==> config.mk <==
export PLATFORM = sky130hd
export DESIGN_NAME = pc_gen_unit
export DESIGN_NICKNAME = d
export VERILOG_FILES = /design/src/rtl/pc_gen_unit.sv
export SDC_FILE = /design/constraint.sdc
export NUM_CORES = 1
export LEC_CHECK = 0
export CAP_MARGIN = 20
export CELL_PAD_IN_SITES_DETAIL_PLACEMENT = 1
export CELL_PAD_IN_SITES_GLOBAL_PLACEMENT = 2
export CORE_ASPECT_RATIO = 0.7
export CORE_MARGIN = 2
export CORE_UTILIZATION = 36
export DETAILED_ROUTE_END_ITERATION = 6
export DONT_BUFFER_PORTS = 1
export PLACE_DENSITY = 0.75
export SYNTH_ARGS = -nofsm -noshare
export SYNTH_HDL_FRONTEND = slang
export SYNTH_SLANG_ARGS = --single-unit
==> constraint.sdc <==
create_clock -name clk -period 3.6 [get_ports clk]
set_input_delay 0.54 -clock clk [delete_from_list [all_inputs] [get_ports clk]]
set_output_delay 0.54 -clock clk [all_outputs]
set_load 0.01 [all_outputs]
==> src/rtl/pc_gen_unit.sv <==
// pc_gen_unit: fetch-group PC generator feeding fetch_unit.pc_in.
// Steps ISSUE_WIDTH*4 bytes per unstalled RUN cycle, applies redirects with a
// registered one-cycle flush pulse, and halts once the PC leaves the program.
// Optional build macro PCGEN_PERF_CNT_EN adds saturating performance counters.
//
// state   | meaning
// --------+-----------------------------------------------------------
// ST_INIT | waiting for fetch to be armed (init_done), PC held
// ST_RUN  | pc_out is a live fetch address, advances when not stalled
// ST_HALT | PC passed the program end; only a redirect leaves
module pc_gen_unit #(
  parameter int          ISSUE_WIDTH = 3,
  parameter int          NO_INSTR    = 33,
  parameter logic [31:0] RESET_PC    = 32'h0000_0000
) (
  input  logic        clk,
  input  logic        rst,
  input  logic        init_done,
  input  logic        stall_in,
  input  logic        redirect_valid,
  input  logic [31:0] redirect_pc,
  output logic [31:0] pc_out,
  output logic        pc_valid,
  output logic        flush_out,
  output logic        redirect_misaligned,
  output logic [31:0] group_count,
  output logic        halted
`ifdef PCGEN_PERF_CNT_EN
  ,
  output logic [31:0] perf_stall_cycles,
  output logic [31:0] perf_redirects,
  output logic [31:0] perf_halt_cycles
`endif
);

  localparam logic [31:0] PC_STEP  = 32'(ISSUE_WIDTH * 4);
  localparam logic [31:0] PC_LIMIT = 32'(NO_INSTR * 4);

  typedef enum logic [1:0] {
    ST_INIT = 2'd0,
    ST_RUN  = 2'd1,
    ST_HALT = 2'd2
  } state_t;

  state_t      state_q, state_d;
  logic [31:0] pc_d;
  logic [31:0] pc_inc;
  logic [31:0] redirect_tgt;
  logic        advance;

  assign pc_inc       = pc_out + PC_STEP;
  assign redirect_tgt = {redirect_pc[31:2], 2'b00};

  // State register.
  always_ff @(posedge clk) begin
    if (rst) state_q <= ST_INIT;
    else     state_q <= state_d;
  end

  // Next state and next PC; a redirect outranks stall and the normal advance.
  always_comb begin
    state_d = state_q;
    pc_d    = pc_out;
    advance = 1'b0;
    if (redirect_valid) begin
      pc_d = redirect_tgt;
      if (!init_done)                  state_d = ST_INIT;
      else if (redirect_tgt < PC_LIMIT) state_d = ST_RUN;
      else                             state_d = ST_HALT;
    end else begin
      case (state_q)
        ST_INIT: begin
          // Compare the held PC so a redirect parked in INIT is range-checked too.
          if (init_done) state_d = (pc_out >= PC_LIMIT) ? ST_HALT : ST_RUN;
        end
        ST_RUN: begin
          if (!stall_in) begin
            pc_d    = pc_inc;
            advance = 1'b1;
            if (pc_inc >= PC_LIMIT) state_d = ST_HALT;
          end
        end
        ST_HALT: ;
        default: state_d = ST_INIT;
      endcase
    end
  end

  // State-decoded outputs.
  always_comb begin
    pc_valid = (state_q == ST_RUN);
    halted   = (state_q == ST_HALT);
  end

  // PC, group counter, flush pulse and sticky misalignment flag.
  always_ff @(posedge clk) begin
    if (rst) begin
      pc_out              <= RESET_PC;
      group_count         <= 32'd0;
      flush_out           <= 1'b0;
      redirect_misaligned <= 1'b0;
    end else begin
      pc_out    <= pc_d;
      flush_out <= redirect_valid;
      if (advance) group_count <= group_count + 32'd1;
      if (redirect_valid && (redirect_pc[1:0] != 2'b00)) redirect_misaligned <= 1'b1;
    end
  end

`ifdef PCGEN_PERF_CNT_EN
  // Saturating performance counters.
  always_ff @(posedge clk) begin
    if (rst) begin
      perf_stall_cycles <= 32'd0;
      perf_redirects    <= 32'd0;
      perf_halt_cycles  <= 32'd0;
    end else begin
      if ((state_q == ST_RUN) && stall_in && !redirect_valid && (perf_stall_cycles != 32'hFFFF_FFFF))
        perf_stall_cycles <= perf_stall_cycles + 32'd1;
      if (redirect_valid && (perf_redirects != 32'hFFFF_FFFF))
        perf_redirects <= perf_redirects + 32'd1;
      if ((state_q == ST_HALT) && (perf_halt_cycles != 32'hFFFF_FFFF))
        perf_halt_cycles <= perf_halt_cycles + 32'd1;
    end
  end
`endif

endmodule

==> flow_metrics.tcl, run 1 <==
set metrics [dict create \
    status "complete, no violations" \
    endpoint_kind "register" \
    fillers 1336 \
    grt_pass1_wl_um 20300 \
    maxCapViolations 0 \
    io_pins 105 \
    diodes 0 \
    grtUsageMet2_pct 28.5 \
    synthArstFlopShare_pct 0 \
    grt-ovfl-total 0 \
    coreArea_mm2 0.0112 \
    yosysSeqAreaShare_pct 31.7 \
    grt_usage_pct 20.7 \
    cts_tree "done" \
    drt_iter0_markers 245 \
    power.leakage_nw 1.56 \
    die_w_um 133 \
    port_buffers 0 \
    postCtsHoldBufs 0 \
    via_per_inst 5.56 \
    clock_latency_ns 0.33 \
    combPwrFrac_pct 8.0 \
    cp.required_ns 3.86 \
    cts-root-buf "clkbuf_16" \
    finalSetupTns_ns 0 \
    postCtsSetupRepairBufs 0 \
    place_ws_ns 0.461 \
    clkPwrFrac_pct 45.0 \
    rsz0062_at_grt "no" \
    die_area_mm2 0.0125 \
    mappedNetlistArea_mm2 0.00417 \
    setup_slack_ns 0.406 \
    ant_nets 0 \
    clockBufferDepth 2 \
    fmax_mhz 313 \
    ff_latch_area_mm2 0.00132 \
    fin_skew_ns 0.00941 \
    grt_max_degree 67 \
    routedWlPerCell_um 19.3 \
    syn_inst 524 \
    worstSetupPathType "register to register" \
    post_cts_resized 0 \
    busiest_layer "met1" \
    synth.avg_cell_area_um2 7.96 \
    start_kind "register" \
    htreeDepth 3 \
    cts.sinks 66 \
    syn2layout_area_growth_pct 6.36 \
    vdd_drop_max_mv 0.187 \
    yosysWarnings 0 \
    numCtsBuffers 9 \
    final.min_clock_period_ns 3.19 \
    synth_edf_count 0 \
    met1_usage_pct 31.5 \
    finalMaxSlewViolations 0 \
    p_sw_mw 0.466 \
    vias 3650 \
    post_route_cells_drive_above_1_share_pct 7.74 \
    multiInputGateArea_mm2 0.00259 \
    p_per_area_mw_per_mm2 394 \
    p_int_mw 1.28 \
    nNetsFinal 542 \
    grt_use_met3_pct 6.20 \
    tightest_slew_ns 1.01 \
    finalSetupViolCount 0 \
    dpl.hpwl_um 9350 \
    grt_pass1_vias 3632 \
    gp_congestion 0.859 \
    crit_path_max_fanout 9 \
    antenna_found_initial 0 \
    switching_share_pct 26.7 \
    max_slew_margin_pct 31.7 \
    die_h_um 94.1 \
    synthDistinctLibCells 63 \
    clk_pin_slew_ns 0.06 \
    final_util_pct 39.7 \
    worstPathArrival_ns 3.45 \
    hold_viol 0 \
    pwr-share-seq_pct 47.0 \
    synthFlopType "dfxtp_1" \
    drt_wl_total_um 12700 \
    post-route-period-util_pct 88.7 \
    ys_seq_elements 66 \
    rows 32 \
    hold_path.class "input pin to register" \
    start_util_pct 37.3 \
    drc 0 \
    first_pass_iters 4 \
]
[worst max-delay path, cell delays in order (launching register included)]
cell      delay (ns)
dfxtp_1         0.58
inv_1           0.15
ha_1            0.32
nand4b_4        0.25
nor4_4          0.57
mux2i_1         0.16
o31ai_2         0.23
nand4_1         0.14
or4_1           0.55
a211oi_2        0.17
[power groups by stage]
stage	Sequential, mW	Clock [mW]	Combinational, mW
floorplan	0.798	0	0.164
global placement	0.834	0	0.136
detailed placement	0.836	0	0.138
CTS	0.820	0.817	0.140
global route	0.826	0.846	0.157
finish	0.821	0.787	0.140
[flip-flops by register name, summed over array words and instances (netlist names)]
signal,cells
redirect_misaligned,1
group_count,32
flush_out,1
state_q,2
pc_out,30
[placed cells by master (no fill, tap or decap), types with 5 or more instances in the layout]
cell type	n
a21oi_1	27
and3_1	10
and4_1	7
buf_4	6
clkbuf_16	9
dfxtp_1	66
ha_1	5
inv_1	8
mux2i_1	15
nand2_1	39
nand3_1	27
nand4_1	15
nor2_1	82
nor2b_1	9
nor3_1	12
nor4_1	12
o21ai_0	17
or3_1	8
xnor2_1	26
xor2_1	35
[final timing paths]
kind | startpoint | to | slack [ns] | depth (start not counted)
worst min register to register | redirect_misaligned | redirect_misaligned | 0.49 | 2
worst max register to register | pc_out[3] | state_q[0] | 0.41 | 9
worst min-delay path | rst | group_count[7] | 0.28 | 1
worst max-delay path | pc_out[3] | state_q[0] | 0.41 | 9
[per-stage QoR]
step                      hold slack (ns)  cells  cell area (µm²)  power [mW]
after floorplan                     0.470    525             4170       0.962
after global placement              0.478    642             4180       0.970
after detailed placement            0.482    642             4180       0.974
after CTS                           0.259    657             4440        1.78
after global routing                0.262    657             4440        1.83
final                               0.280    657             4440        1.75
[cell families (layout without fill, tap and decap cells)]
| kind of cell | count (synthesis) | in the layout | synth area share [%] |
|---|---|---|---|
| AOI/OAI and AO/OA | 74 | 74 | 11.6 |
| xor gates and xnor gates | 61 | 61 | 12.8 |
| adders and majority gates | 5 | 5 | 1.50 |
| buffers and inverters | 50 | 29 | 6.36 |
| DFF | 66 | 66 | 31.7 |
| muxes | 15 | 15 | 3.60 |
| other | 1 | 2 | 0.0899 |
| and+or+nand+nor | 252 | 252 | 32.3 |
[per-layer routing]
layer / share of wire (%) / up-vias
met5: 0 / -
met2: 41 / 111
met3: 8.5 / 4
li1: - / 1783
met4: 0.27 / 0
met1: 51 / 1752
[final cells by class]
type,count,share of cell area [%]
Clock buffer,9,5.08
Clock inverter,6,0.790
Inverter,8,0.677
Multi-Input combinational cell,409,58.3
Sequential cell,66,29.8
Tap cell,153,4.32
Timing Repair Buffer,6,1.02
[synthesized netlist by cell type (2+ instances only)]
| library cell | number | area (µm²) |
|---|---|---|
| nor2_1 | 82 | 308 |
| dfxtp_1 | 66 | 1320 |
| nand2_1 | 39 | 146 |
| xor2_1 | 35 | 307 |
| a21oi_1 | 27 | 135 |
| nand3_1 | 27 | 135 |
| xnor2_1 | 26 | 228 |
| clkbuf_1 | 19 | 71.3 |
| o21ai_0 | 17 | 85.1 |
| mux2i_1 | 15 | 150 |
| nand4_1 | 15 | 93.8 |
| nor3_1 | 12 | 60.1 |
| nor4_1 | 12 | 75.1 |
| and3_1 | 10 | 62.6 |
| buf_4 | 10 | 75.1 |
| nor2b_1 | 9 | 56.3 |
| buf_2 | 8 | 40.0 |
| inv_1 | 8 | 30.0 |
| or3_1 | 8 | 50.1 |
| and4_1 | 7 | 61.3 |
| ha_1 | 5 | 62.6 |
| and2_1 | 4 | 25.0 |
| buf_6 | 4 | 45.0 |
| nand2b_1 | 4 | 25.0 |
| o211ai_1 | 4 | 30.0 |
| or4_1 | 4 | 30.0 |
| a211oi_1 | 3 | 22.5 |
| or2_2 | 3 | 18.8 |
| a31oi_1 | 2 | 12.5 |
| a41oi_1 | 2 | 17.5 |
| nor4b_1 | 2 | 17.5 |
| o2111ai_1 | 2 | 17.5 |
| o211a_1 | 2 | 20.0 |
| o31ai_1 | 2 | 15.0 |
No activity file was read; power rests on OpenSTA's default activity.
==> run 2, diff against run 1 <==
Settings changed: CORE_UTILIZATION 36 to 33, PLACE_DENSITY 0.75 to 0.72.
Clock period 3.6 ns to 2.9 ns, I/O delays scaled along.
==> flow_metrics.tcl, run 2 (synthesized netlist as in run 1, its figures left out) <==
set metrics [dict create \
    status "complete, no violations" \
    die_h_um 98.1 \
    via_per_inst 5.42 \
    nNetsFinal 569 \
    finalSetupTns_ns 0 \
    post-route-period-util_pct 97.5 \
    hold_end "group_count[7]" \
    fmax_mhz 354 \
    syn2layout_area_growth_pct 13.7 \
    worst_r2r_endpoint "state_q[0]" \
    regMostFlops "group_count" \
    r2r_setup_slack_ns 0.07 \
    tightest_slew_ns 0.598 \
    diodes 0 \
    antenna_found_initial 0 \
    endpoint_kind "register" \
    grt_pass1_wl_um 22400 \
    clk_pin_slew_ns 0.07 \
    rows 34 \
    r2r_cells 9 \
    start_util_pct 33.7 \
    gp_congestion 0.814 \
    fillers 1499 \
    final_cell_area_mm2 0.00474 \
    hold_path.class "input pin to register" \
    worstSetupPathType "register to register" \
    coreArea_mm2 0.0124 \
    final_common_cell "nor2_1" \
    dp.cells 678 \
    vias 3760 \
    final.min_clock_period_ns 2.83 \
    drc 0 \
    ant_nets 0 \
    holdPathStages 1 \
    grt-ovfl-total 0 \
    fin_skew_ns 0.0112 \
    final_util_pct 38.3 \
    crit_path_max_fanout 9 \
    final_cell_mix "nor2_1 (82), dfxtp_1 (66), nand2_1 (39), xor2_1 (35), buf_4 (33)" \
    max_slew_margin_pct 59.8 \
    start_kind "register" \
    drt_iter0_markers 203 \
    finalMaxSlewViolations 0 \
    cts.sinks 66 \
    place_ws_ns 0.0207 \
    io_pins 105 \
    power.total_mw 2.53 \
    drt_wl_total_um 13800 \
    routedWlPerCell_um 19.9 \
    cts-root-buf "clkbuf_16" \
    clock_latency_ns 0.34 \
    numCtsBuffers 9 \
    hold_start "rst" \
    die_w_um 138 \
    grt_usage_pct 20.8 \
    layout.cells.non_filler 694 \
    postCtsSetupRepairBufs 0 \
    port_buffers 0 \
    grt_max_degree 67 \
    cp.required_ns 3.17 \
    finalSetupViolCount 0 \
    die_area_mm2 0.0136 \
    dpl-instance-area_mm2 0.00439 \
    vdd_drop_max_mv 0.301 \
    power.leakage_nw 1.75 \
    hold_viol 0 \
    post_route_cells_drive_above_1_share_pct 12.8 \
    reg_top3 "group_count x32, pc_out x30, state_q x2" \
    cts_tree "done" \
    htreeDepth 3 \
    dpl.hpwl_um 10400 \
    grt_pass1_vias 3866 \
    r2r_start "pc_out[2]" \
    worstPathArrival_ns 3.09 \
    largest_register_ffs 32 \
    whs_ns 0.156 \
    clockBufferDepth 2 \
    first_pass_iters 4 \
    rsz0062_at_grt "no" \
    setup_slack_ns 0.0720 \
    maxCapViolations 0 \
    p_per_area_mw_per_mm2 533 \
]
-- run 2: cell types whose count changed in the layout (fill, tap and decap cells not counted) --
cell,delta
buf_4,+27
bufinv_16,+3
ha_1,-1
ha_2,+1
clkinv_2,-4
clkinvlp_4,-2
inv_6,+1
clkinv_4,+3
-- run 2: power by group --
part | leakage (nW) | switching [mW] | total, mW | internal (mW)
sequential | 0.538 | 0.0464 | 0.981 | 0.935
clock | 0.170 | 0.460 | 1.31 | 0.848
combinational | 1.04 | 0.132 | 0.240 | 0.109
total | 1.75 | 0.638 | 2.53 | 1.89
-- run 2: how the worst max path moves through the flow --
stage | start | to | slack, ns
2_1_floorplan | pc_out[2] | state_q[0] | 0.1
3_3_place_gp | pc_out[2] | state_q[0] | 0.22
3_5_place_dp | pc_out[2] | state_q[0] | 0.02
4_1_cts | pc_out[2] | state_q[0] | 0.0002
5_1_grt | pc_out[2] | state_q[0] | 0.02
6_report | pc_out[2] | state_q[0] | 0.07
-- run 2: per-layer routing --
layer,part of all wire [%],vias to the layer above,GRT usage [%]
met5,0,-,0
met1,49,1811,29.1
met2,42,99,30.7
met4,0.84,0,4.71
met3,7.8,9,7.45
li1,-,1841,-
-- run 2: what timing repair did --
item	CTS	global route
resized for setup	0	1
setup endpoints to repair	0	1
hold buffers	0	0
-- run 2: area by class of cell --
cell class	count	area, µm²	area share [%]
Multi-Input combinational cell	409	2590	54.6
Sequential cell	66	1320	27.9
Timing Repair Buffer	33	248	5.22
Clock buffer	9	225	4.75
Tap cell	162	203	4.27
Clock inverter	7	125	2.64
Inverter	8	30.0	0.633
-- run 2: critical path, cell delays in order, from the launching register on --
cell and delay, ns:
dfxtp_1 0.33, inv_1 0.08, ha_2 0.25, nand4b_4 0.23
or4_1 0.60, nor2_1 0.16, mux2i_1 0.22, o21ai_0 0.16
or4_1 0.54, a211oi_2 0.18
